===== config.mk =====
export PLATFORM = sky130hd
export DESIGN_NAME = minmax_scheduler_flat
export DESIGN_NICKNAME = d
export VERILOG_FILES = /design/src/rtl/minmax_scheduler_if.sv /design/src/rtl/minmax_scheduler.sv /design/src/flat_wrapper.sv
export SDC_FILE = /design/constraint.sdc
export NUM_CORES = 1
export LEC_CHECK = 0
export ABC_AREA = 1
export ABC_CLOCK_PERIOD_IN_PS = 4600
export BUFFER_PORTS_ARGS = -buffer_cell sky130_fd_sc_hd__buf_2
export CAP_MARGIN = 20
export CORE_ASPECT_RATIO = 1.4
export CORE_MARGIN = 3
export CORE_UTILIZATION = 35
export DETAILED_ROUTE_END_ITERATION = 8
export PLACE_DENSITY = 0.54
export SYNTH_ARGS = -nofsm -noshare
export SYNTH_HDL_FRONTEND = slang
export SYNTH_HIERARCHICAL = 1
export SYNTH_SLANG_ARGS = --single-unit
export TNS_END_PERCENT = 30

===== constraint.sdc =====
create_clock -name clk -period 4.6 [get_ports clk]
set_input_delay 0.23 -clock clk [delete_from_list [all_inputs] [get_ports clk]]
set_output_delay 0.23 -clock clk [all_outputs]
set_load 0.01 [all_outputs]

===== src/rtl/minmax_scheduler_if.sv =====
// Sample stream handshake between a sample source and minmax_scheduler.
// The source drives valid/data and the scheduler answers with ready.
interface minmax_scheduler_if;
  logic        sample_valid;
  logic [15:0] sample_data;
  logic        sample_ready;

  modport master (output sample_valid, output sample_data, input  sample_ready);
  modport slave  (input  sample_valid, input  sample_data, output sample_ready);
endinterface


===== src/rtl/minmax_scheduler.sv =====
// Block max/min finder that shares a single unsigned 16-bit comparator.
// Each sample after the first takes one max-check and one min-check cycle.
module comparator (
  input  logic [15:0] a,
  input  logic [15:0] b,
  output logic        gt,
  output logic        lt
);
  assign gt = (a > b);
  assign lt = (a < b);
endmodule

module minmax_scheduler #(
  parameter int CNT_W = 8
) (
  input  logic               clk,
  input  logic               rst,
  input  logic               start,
  input  logic [CNT_W-1:0]   block_len,
  minmax_scheduler_if.slave  smp,
  output logic               busy,
  output logic               done,
  output logic [15:0]        max_val,
  output logic [15:0]        min_val,
  output logic [CNT_W-1:0]   max_idx,
  output logic [CNT_W-1:0]   min_idx
);
  typedef enum logic [2:0] {
    IDLE    = 3'd0,
    FETCH   = 3'd1,
    CMP_MAX = 3'd2,
    CMP_MIN = 3'd3,
    DONE    = 3'd4
  } state_t;

  localparam logic [CNT_W-1:0] CNT_ZERO = '0;
  localparam logic [CNT_W-1:0] CNT_ONE  = {{(CNT_W-1){1'b0}}, 1'b1};

  state_t           state_q, state_d;
  logic [CNT_W-1:0] len_q, len_d;
  logic [CNT_W-1:0] idx_q, idx_d;
  logic [15:0]      samp_q, samp_d;
  logic [15:0]      wmax_q, wmax_d;
  logic [15:0]      wmin_q, wmin_d;
  logic [CNT_W-1:0] wmax_i_q, wmax_i_d;
  logic [CNT_W-1:0] wmin_i_q, wmin_i_d;
  logic [15:0]      max_val_q, max_val_d;
  logic [15:0]      min_val_q, min_val_d;
  logic [CNT_W-1:0] max_idx_q, max_idx_d;
  logic [CNT_W-1:0] min_idx_q, min_idx_d;

  logic [15:0] cmp_b;
  logic        cmp_gt;
  logic        cmp_lt;

  // The shared comparator sees the working max or min depending on phase.
  assign cmp_b = (state_q == CMP_MIN) ? wmin_q : wmax_q;

  comparator u_cmp (
    .a  (samp_q),
    .b  (cmp_b),
    .gt (cmp_gt),
    .lt (cmp_lt)
  );

  always_comb begin
    state_d   = state_q;
    len_d     = len_q;
    idx_d     = idx_q;
    samp_d    = samp_q;
    wmax_d    = wmax_q;
    wmin_d    = wmin_q;
    wmax_i_d  = wmax_i_q;
    wmin_i_d  = wmin_i_q;
    max_val_d = max_val_q;
    min_val_d = min_val_q;
    max_idx_d = max_idx_q;
    min_idx_d = min_idx_q;

    case (state_q)
      IDLE: begin
        if (start) begin
          if (block_len != CNT_ZERO) begin
            len_d   = block_len;
            idx_d   = CNT_ZERO;
            state_d = FETCH;
          end else begin
            len_d    = CNT_ZERO;
            idx_d    = CNT_ZERO;
            samp_d   = 16'd0;
            wmax_d   = 16'd0;
            wmin_d   = 16'd0;
            wmax_i_d = CNT_ZERO;
            wmin_i_d = CNT_ZERO;
            state_d  = DONE;
          end
        end
      end
      FETCH: begin
        if (smp.sample_valid) begin
          if (idx_q == CNT_ZERO) begin
            wmax_d   = smp.sample_data;
            wmin_d   = smp.sample_data;
            wmax_i_d = CNT_ZERO;
            wmin_i_d = CNT_ZERO;
            if (len_q == CNT_ONE) begin
              state_d = DONE;
            end else begin
              idx_d = idx_q + CNT_ONE;
            end
          end else begin
            samp_d  = smp.sample_data;
            state_d = CMP_MAX;
          end
        end
      end
      CMP_MAX: begin
        // Strict compare: ties keep the earlier index.
        if (cmp_gt) begin
          wmax_d   = samp_q;
          wmax_i_d = idx_q;
        end
        state_d = CMP_MIN;
      end
      CMP_MIN: begin
        if (cmp_lt) begin
          wmin_d   = samp_q;
          wmin_i_d = idx_q;
        end
        if (idx_q == (len_q - CNT_ONE)) begin
          state_d = DONE;
        end else begin
          idx_d   = idx_q + CNT_ONE;
          state_d = FETCH;
        end
      end
      DONE: begin
        max_val_d = wmax_q;
        min_val_d = wmin_q;
        max_idx_d = wmax_i_q;
        min_idx_d = wmin_i_q;
        state_d   = IDLE;
      end
      default: state_d = IDLE;
    endcase
  end

  always_ff @(posedge clk or posedge rst) begin
    if (rst) begin
      state_q   <= IDLE;
      len_q     <= '0;
      idx_q     <= '0;
      samp_q    <= '0;
      wmax_q    <= '0;
      wmin_q    <= '0;
      wmax_i_q  <= '0;
      wmin_i_q  <= '0;
      max_val_q <= '0;
      min_val_q <= '0;
      max_idx_q <= '0;
      min_idx_q <= '0;
    end else begin
      state_q   <= state_d;
      len_q     <= len_d;
      idx_q     <= idx_d;
      samp_q    <= samp_d;
      wmax_q    <= wmax_d;
      wmin_q    <= wmin_d;
      wmax_i_q  <= wmax_i_d;
      wmin_i_q  <= wmin_i_d;
      max_val_q <= max_val_d;
      min_val_q <= min_val_d;
      max_idx_q <= max_idx_d;
      min_idx_q <= min_idx_d;
    end
  end

  assign smp.sample_ready = (state_q == FETCH);
  assign busy             = (state_q != IDLE);
  assign done             = (state_q == DONE);
  assign max_val          = max_val_q;
  assign min_val          = min_val_q;
  assign max_idx          = max_idx_q;
  assign min_idx          = min_idx_q;
endmodule


===== src/flat_wrapper.sv =====
// flat-port wrapper written by rule: the top's interface ports become plain ports
module minmax_scheduler_flat 
#(
  parameter int CNT_W = 8
)
  (clk, rst, start, block_len, busy, done, max_val, min_val, max_idx, min_idx, smp_sample_valid, smp_sample_data, smp_sample_ready);
  minmax_scheduler_if smp_i ();
  input  logic clk;
  input  logic rst;
  input  logic start;
  input  logic [CNT_W-1:0] block_len;
  output logic busy;
  output logic done;
  output logic [15:0] max_val;
  output logic [15:0] min_val;
  output logic [CNT_W-1:0] max_idx;
  output logic [CNT_W-1:0] min_idx;
  input wire logic [$bits(smp_i.sample_valid)-1:0] smp_sample_valid;
  input wire logic [$bits(smp_i.sample_data)-1:0] smp_sample_data;
  output wire logic [$bits(smp_i.sample_ready)-1:0] smp_sample_ready;
  assign smp_i.sample_valid = smp_sample_valid;
  assign smp_i.sample_data = smp_sample_data;
  assign smp_sample_ready = smp_i.sample_ready;
  minmax_scheduler #(.CNT_W(CNT_W)) u_core (.clk(clk), .rst(rst), .start(start), .block_len(block_len), .smp(smp_i), .busy(busy), .done(done), .max_val(max_val), .min_val(min_val), .max_idx(max_idx), .min_idx(min_idx));
endmodule

==> summary.md, run 1 <==
| Metric | Value |
|---|---|
| N_diodes | `0` |
| CTS tree | `done` |
| Largest fanout on the critical path | `47` |
| Clock Tree Buf Depth | `2` |
| Synth cell types | `34` |
| Total track usage | `16.95%` |
| Setup TNS | `0 ns` |
| Commonest non-fill, non-tap cell in the layout | `nand2_1` |
| Syn-to-layout area delta | `18.55%` |
| Syn_area_per_cell | `7.748 µm²` |
| Largest net degree at the start of global routing | `90` |
| CP cell instances | `inv_2 -> nand2_2 -> nor2_1 -> buf_4 -> inv_2 -> nand2_1 -> o21ai_0 -> inv_1 -> ha_1 -> a21oi_1 -> nand2_1 -> nand2_1 -> nand2_2 -> nand2_1 -> a21oi_1 -> o2111ai_4 -> buf_4 -> nand2_1 -> o21ai_1` |
| Post-route DRC | `0` |
| Worst path required time | `approximately 5 ns` |
| # Max-Cap Violations | `0` |
| Max incr delay on CP | `~0.50 ns` |
| WL/cell | `roughly 14 µm` |
| Layout cells sized above 1 | `between 10 and 15%` |
| CTS buffer count | `17` |
| Mapped Cells | `roughly 850` |
| RSZ-0062 raised after global routing | `false` |
| CP arrival | `a little under 4 ns` |
| Final cell count without fillers | `1168` |
| Hold_buf cts | `0` |
| Fin. max-slew vios | `0` |
| Leading cell types in the layout, fill and taps excluded | `nand2_1, dfrtp_1, inv_1` |
| Vias in the first global route | `between 5k and 6k` |
| Die Wd | `121.7 µm` |
| Failing checks | `hold timing` |
| Die ar. | `a little over 0.02 mm²` |
| Pre-CTS WS | `just over 1 ns` |
| Sequential share of the synthesized area | `around half` |
| Yosys top cell by area | `dfrtp_1` |
| DRC marker count from the first detailed-route iteration | `270` |
| Reg clk slew, reported paths | `0.06 ns` |
| Count of nets after finishing | `between 900 and 1k` |
| Worst path buffer plus inverter count | `5` |
| Initial Utilization | `36.03%` |
| Period utilization | `77.57%` |
| FP Rows | `58` |
| Final clock skew | `0.009405 ns` |
| Root Driver | `clkbuf_16` |
| Post-CTS sizing | `0` |
| Post-DP HPWL | `around 11 mm` |
| Drt total wl | `between 15 and 20 mm` |
| Status | `finished, violations left` |
| Core area | `approximately 0.018 mm²` |
| Remaining global-route overflow | `0` |
| Syn Std Cell Area | `about 0.0066 mm²` |
| Minimum clock period | `roughly 3.6 ns` |
| # setup viols final | `0` |
| Number of port buffers | `78` |
| Post CTS Setup Buffer Count | `0` |
| Hold WS | `-0.02180 ns` |
| IO Pins | `a little under 80` |
| CTS H-Tree Depth | `4` |
| Synth top area share | `between 40% and 50%` |
| Drt pass-1 iters | `5` |
| Worst Tran Pin Value | `between 0.8 and 0.9 ns` |
| P_leak | `about 4 nW` |
| Initial antenna violation count | `0` |
| Critical Path Sink Type | `register` |
| Pwr/cell area | `about 670 mW/mm²` |
| DIE HEIGHT | `roughly 170 µm` |
| Fmax | `~0.28 GHz` |
| Final hold vios | `24` |
| Worst hold path type | `primary input to async pin` |
| Global-route wire length before repair | `around 27 mm` |
| Most used cell, CP | `nand2_1` |
| Worst path slowest cell | `inv_2` |
| Crit path launch type | `register` |
| Yosys warning count | `6` |
| Final setup margin | `a little over 1 ns` |
| Vias | `5405` |
| Routed Antenna Nets | `0` |
| Yosys reg bits | `~130` |
| Slew headroom | `about 45%` |
| Worst vdd ir | `0.0002843 V` |
| Syn nets | `~900` |
| Synth area leaders | `dfrtp_1, nand2_1, inv_1` |
| Placed Cells incl. Taps | `1135` |
| Placer Congestion | `between 0.8 and 0.9` |
| Vias per cell | `approximately 4.6` |
| Sink Count | `131` |
| Worst-skew pair later-pin latency | `0.42 ns` |
| CP Class | `register to register` |
| Crit-path leading delay family | `buffers and inverters` |
worst register-to-register path: stages, from the launching register on:
cell	delay, ns
dfrtp_1	0.45
inv_2	0.10
nand2_2	0.16
nor2_1	0.06
buf_4	0.18
inv_2	0.50
nand2_1	0.09
o21ai_0	0.10
inv_1	0.06
ha_1	0.28
a21oi_1	0.21
nand2_1	0.08
nand2_1	0.07
nand2_2	0.05
nand2_1	0.07
a21oi_1	0.09
o2111ai_4	0.30
buf_4	0.42
nand2_1	0.12
o21ai_1	0.09
path summary, 6_finish.rpt:
path / from / endpoint / slack, ns / depth (start not counted)
setup / recovery: u_core/state_q[2] / u_core/wmax_i_q[3] / 1.03 / 19
hold / removal: rst / u_core/max_val[2] / -0.02 / 2
setup reg to reg: u_core/state_q[2] / u_core/wmax_i_q[3] / 1.03 / 19
hold reg to reg: u_core/max_idx[4] / u_core/max_idx[4] / 0.46 / 2
max in group asynchronous: rst / u_core/min_idx[1] / 3.56 / 3
min in group clk: block_len[4] / u_core/len_q[4] / 0.08 / 3
state kept, by name, indices dropped and copies added (netlist names):
name / count
u_core/idx_q: 8
u_core/len_q: 8
u_core/max_idx: 8
u_core/max_val: 16
u_core/min_idx: 8
u_core/min_val: 16
u_core/samp_q: 16
u_core/state_q: 3
u_core/wmax_i_q: 8
u_core/wmax_q: 16
u_core/wmin_i_q: 8
u_core/wmin_q: 16
cells by family (layout without fill, tap and decap cells):
kind of cell,count (synthesis),count (layout),synth area share (%)
AND/OR/NAND/NOR,384,384,23.60
buffers and inverters,145,226,9.113
XOR/XNOR,7,7,0.9342
AO/OA/AOI/OAI,160,160,12.58
flip-flops,131,131,49.95
adder cells (fa/ha/maj),20,20,3.813
cell type report:
cell class,count,area [µm²]
Tap cell,240,300.3
Multi-Input combinational cell,571,2704
Timing Repair Buffer,87,470.5
Fill cell,1899,10440
Inverter,107,406.6
Clock buffer,23,467.9
Sequential cell,131,3278
Clock inverter,9,152.6
stage by stage:
stage | power (mW) | cell area [µm²] | utilization (%)
after floorplan | 3.288 | 6563 | -
after global placement | 3.824 | 7139 | 39.19
after detailed placement | 3.840 | 7139 | 39.19
after CTS | 5.293 | 7760 | 42.60
after global routing | 5.707 | 7780 | 42.71
final | 5.232 | 7780 | 42.71
per-layer routing:
metal,wire (µm),track usage (%),up-vias
met1,7157,20.02,2495
met5,0,0,-
met4,352,5.900,0
met2,8363,30.25,90
met3,500,3.495,18
li1,-,-,2802
where the power goes:
| part | total, mW | internal [mW] | switching [mW] | leakage (nW) |
|---|---|---|---|---|
| Sequential | 1.76 | 1.50 | 0.258 | 1.72 |
| Combinational | 2.05 | 0.690 | 1.36 | 2.01 |
| Clock | 1.42 | 0.934 | 0.489 | 0.293 |
| Total | 5.23 | 3.12 | 2.11 | 4.02 |
synth_stat cells:
| cell type | count |
|---|---|
| and2_1 | 1 |
| xor2_1 | 5 |
| a21o_1 | 1 |
| clkbuf_1 | 22 |
| nand4_1 | 6 |
| dfrtp_1 | 131 |
| inv_1 | 97 |
| buf_4 | 4 |
| buf_1 | 1 |
| buf_6 | 4 |
| clkinv_1 | 1 |
| nor2_1 | 56 |
| a21oi_1 | 29 |
| nand3_1 | 22 |
| nand2_1 | 284 |
| o21ai_1 | 56 |
| a211oi_1 | 1 |
| buf_2 | 7 |
| nor2_2 | 2 |
| o211ai_2 | 1 |
| inv_2 | 9 |
| nand2_2 | 4 |
| a21boi_0 | 1 |
| o2111ai_2 | 1 |
| ha_1 | 20 |
| xnor2_1 | 2 |
| or2_1 | 1 |
| nor3_1 | 2 |
| nand3_2 | 1 |
| nor3b_1 | 1 |
| nor3_2 | 2 |
| o21ai_0 | 70 |
| nor3_4 | 1 |
| nor2_4 | 1 |
Note: power is estimated with default switching activity, not from simulation.
==> inputs of run 2 (changes only) <==
--- a/config.mk
+++ b/config.mk
@@ -5,8 +5,8 @@
 export SDC_FILE = /design/constraint.sdc
 export NUM_CORES = 1
 export LEC_CHECK = 0
-export ABC_AREA = 1
-export ABC_CLOCK_PERIOD_IN_PS = 4600
+export ABC_AREA = 0
+export ABC_CLOCK_PERIOD_IN_PS = 3700
 export BUFFER_PORTS_ARGS = -buffer_cell sky130_fd_sc_hd__buf_2
 export CAP_MARGIN = 20
 export CORE_ASPECT_RATIO = 1.4
==> constraint.sdc (replaced) <==
create_clock -name clk -period 3.7 [get_ports clk]
set_input_delay 0.185 -clock clk [delete_from_list [all_inputs] [get_ports clk]]
set_output_delay 0.185 -clock clk [all_outputs]
set_load 0.01 [all_outputs]
==> summary.md, run 2 <==
| Metric | Value |
|---|---|
| Yosys reg bits | `131 (unchanged)` |
| CTS tree | `done` |
| Total track usage | `16.35% (-0.60 points)` |
| CP Class | `register to register` |
| Most frequent cell after synthesis | `nand2_1` |
| Post-Synth Adder-Cell Area | `3.837% (+0.023 points)` |
| # Max-Cap Violations | `0 (unchanged)` |
| Yosys warning count | `6 (unchanged)` |
| # setup viols final | `0 (unchanged)` |
| Syn Std Cell Area | `0.006523 mm² (-0.61%)` |
| Worst hold path type | `primary input to register` |
| IO Pins | `79 (unchanged)` |
| Leading cell types in the layout, fill and taps excluded | `nand2_1, dfrtp_1, buf_2` |
| Worst Tran Pin Value | `0.6425 ns (-0.1833 ns)` |
| Count of nets after finishing | `803 (-17%)` |
| Placer Congestion | `0.8072 (-1.1%)` |
| Minimum clock period | `3.212 ns (-0.3566 ns)` |
| CTS buffer count | `17 (unchanged)` |
| Fin. max-slew vios | `0 (unchanged)` |
| Slew headroom | `57.14% (+12 points)` |
| Crit-path leading delay family | `simple AND/OR/NAND/NOR gates` |
| DIE HEIGHT | `167.5 µm (-0.29%)` |
| Routed Antenna Nets | `0 (unchanged)` |
| Pwr/cell area | `848.4 mW/mm² (+26%)` |
| Yosys top cell by area | `dfrtp_1` |
| WL/cell | `15.84 µm (+13%)` |
| Worst path buffer plus inverter count | `3 (-2)` |
| Initial Utilization | `35.95% (-0.077 points)` |
| Vias in the first global route | `5253 (-2.6%)` |
| FFs w/ async S/R, synth | `100.0% (unchanged)` |
| Final clock skew | `0.01228 ns (+0.002876 ns)` |
| Largest fanout on the critical path | `48 (+2.1%)` |
| Critical Path Sink Type | `register` |
| Die Wd | `121.4 µm (-0.29%)` |
| Core area | `0.01814 mm² (-0.40%)` |
| Post-DP HPWL | `10.90 mm (-4.7%)` |
| Max incr delay on CP | `0.49 ns (about the same)` |
| Remaining global-route overflow | `0 (unchanged)` |
| Reg clk slew, reported paths | `0.06 ns (about the same)` |
| Largest net degree at the start of global routing | `84 (-6.7%)` |
| Most used cell, CP | `nand2_1` |
| Register Area | `0.003278 mm² (unchanged)` |
| Fmax | `0.3114 GHz (+11%)` |
| Vias per cell | `5.034 (+8.8%)` |
| Worst vdd ir | `0.0006023 V (+110%)` |
| Ys flop type | `dfrtp_1` |
| Largest family of logic cells by synthesized area | `simple AND/OR/NAND/NOR gates` |
| N_diodes | `0 (unchanged)` |
| Synth area leaders | `dfrtp_1, nand2_1, mux2_2` |
| Die ar. | `0.02033 mm² (-0.58%)` |
| Synth top area share | `50.26% (+0.31 points)` |
| Synth Area in Compound Gates | `12.26% (-0.33 points)` |
| Period utilization | `86.80% (+9.2 points)` |
| Vias | `5074 (-6.1%)` |
| Multi-input combinational cell area | `0.002935 mm² (+8.6%)` |
| RSZ-0062 raised after global routing | `false` |
| XOR/XNOR Fraction of Synth Area | `1.209% (+0.27 points)` |
| Worst path slowest cell | `dfrtp_1` |
| Overall power | `6.694 mW (+28%)` |
| FP Rows | `58 (unchanged)` |
| Synth cell types | `53 (+56%)` |
| Setup TNS | `0 ns (unchanged)` |
| Status | `complete, no violations` |
| Filler Cell Count | `1771 (-6.7%)` |
| Crit path launch type | `register` |
| Sequential share of the synthesized area | `50.26% (+0.31 points)` |
| Initial antenna violation count | `1 (+1)` |
| Drt total wl | `15.97 mm (-2.5%)` |
| List of most frequent post-synthesis cells | `nand2_1, dfrtp_1, o21ai_0, mux2_2, inv_1` |
| CP cell instances | `nand2b_1 -> nor2_1 -> buf_4 -> nand2_1 -> nand2_1 -> inv_1 -> ha_1 -> nand4_2 -> nor4_2 -> a22o_1 -> nor3_1 -> o21ai_0 -> nand2_1 -> nand3_2 -> buf_6 -> o21ai_0` |
| Sink Count | `131 (unchanged)` |
| Core Util, Final | `43.49% (+0.78 points)` |
| Clock Tree Buf Depth | `2 (unchanged)` |
| Drt pass-1 iters | `7 (+2)` |
| Multiplexer share of the synthesized area | `10.90% (+11 points)` |
| Syn_area_per_cell | `9.721 µm² (+25%)` |
| Syn nets | `719 (-20%)` |
| Final hold vios | `0 (-100%)` |
| Layout cells sized above 1 | `24.87% (+10 points)` |
| Mapped Cells | `671 (-21%)` |
| Worst-skew pair later-pin latency | `0.42 ns (about the same)` |
| Syn-to-layout area delta | `20.97%` |
| Post-route DRC | `0 (unchanged)` |
| DRC marker count from the first detailed-route iteration | `369 (+37%)` |
| Synth Area in Simple Gates | `16.65% (-7.0 points)` |
| Number of port buffers | `78 (unchanged)` |
| Global-route wire length before repair | `26.38 mm (-3.6%)` |
| Commonest non-fill, non-tap cell in the layout | `nand2_1` |
| CTS H-Tree Depth | `4 (unchanged)` |
| Worst path required time | `3.99 ns (-0.95 ns)` |
| CP arrival | `3.50 ns (-0.41 ns)` |
| Root Driver | `clkbuf_16` |
| Number of flops mapped to enable cells by yosys | `0 (unchanged)` |
| P_leak | `3.779 nW (-6.1%)` |
## run 2: cell count changes in the layout (fill, tap and decap cells not counted), moves of 19 or more
cell     delta
mux2_2     +48
nor2_1     -43
inv_1      -71
o31ai_1    +19
nand2_1    -95
o21ai_1    -45
## run 2: metal layers
layer | wire [µm] | up-vias | GRT usage [%]
met5 | 7 | - | 0
met4 | 177 | 2 | 5.558
met3 | 526 | 14 | 3.243
met2 | 8413 | 101 | 28.81
met1 | 6845 | 2494 | 19.75
li1 | - | 2463 | -
## run 2: logic make-up (layout without fill, tap and decap cells)
kind of cell / Yosys count / in the layout
AND/OR/NAND/NOR: 246 / 246
XOR/XNOR: 9 / 9
flip-flops: 131 / 131
AO/OA/AOI/OAI: 133 / 133
multiplexers: 65 / 65
buffers and inverters: 67 / 164
adder cells (fa/ha/maj): 20 / 20
## run 2: worst paths after layout
check                      slack, ns  depth (start not counted)               start                 end
setup / recovery                0.49                         16   u_core/state_q[2]  u_core/wmin_i_q[4]
hold / removal                  0.03                          3  smp_sample_data[3]    u_core/samp_q[3]
setup reg to reg                0.49                         16   u_core/state_q[2]  u_core/wmin_i_q[4]
hold reg to reg                 0.48                          2  u_core/wmax_i_q[6]  u_core/wmax_i_q[6]
max in group asynchronous       2.83                          4                 rst  u_core/min_val[14]
min in group asynchronous       0.24                          3                 rst   u_core/min_val[3]
## run 2: what timing repair did
| item | in CTS | in global routing |
|---|---|---|
| setup buffers | 0 | 0 |
| setup endpoints to repair | 0 | 18 |
| hold buffers | 8 | 1 |
| hold endpoints to repair | 8 | 10 |
| resized for setup | 0 | 1 |
## run 2: report_power, final
| group | internal (mW) | switching [mW] |
|---|---|---|
| clock network | 1.07 | 0.660 |
| logic | 1.09 | 1.66 |
| registers | 1.85 | 0.367 |
## run 2: layout make-up
type / instances / share of cell area, %
well taps: 240 / 3.806
repair buffers: 105 / 8.421
clock inverters: 15 / 2.315
clock buffers: 17 / 5.392
multi-input cells: 473 / 37.20
flip-flops and latches: 131 / 41.55
inverters: 27 / 1.316
## run 2: worst min-delay path, cell delays in order
cell and delay, ns:
buf_2 0.12, nand2_1 0.05, o21ai_1 0.05
## run 2: stage by stage
step	hold slack (ns)	cell area, µm²	instances	setup WS, ns
2_1_floorplan	0.2904	6523	671	0.01730
3_3_place_gp	0.3861	7161	966	0.4483
3_5_place_dp	0.3920	7161	966	0.3697
4_1_cts	0.01133	7849	1006	0.3440
5_1_grt	0.02882	7890	1008	0.08719
6_report	0.02598	7890	1008	0.4883
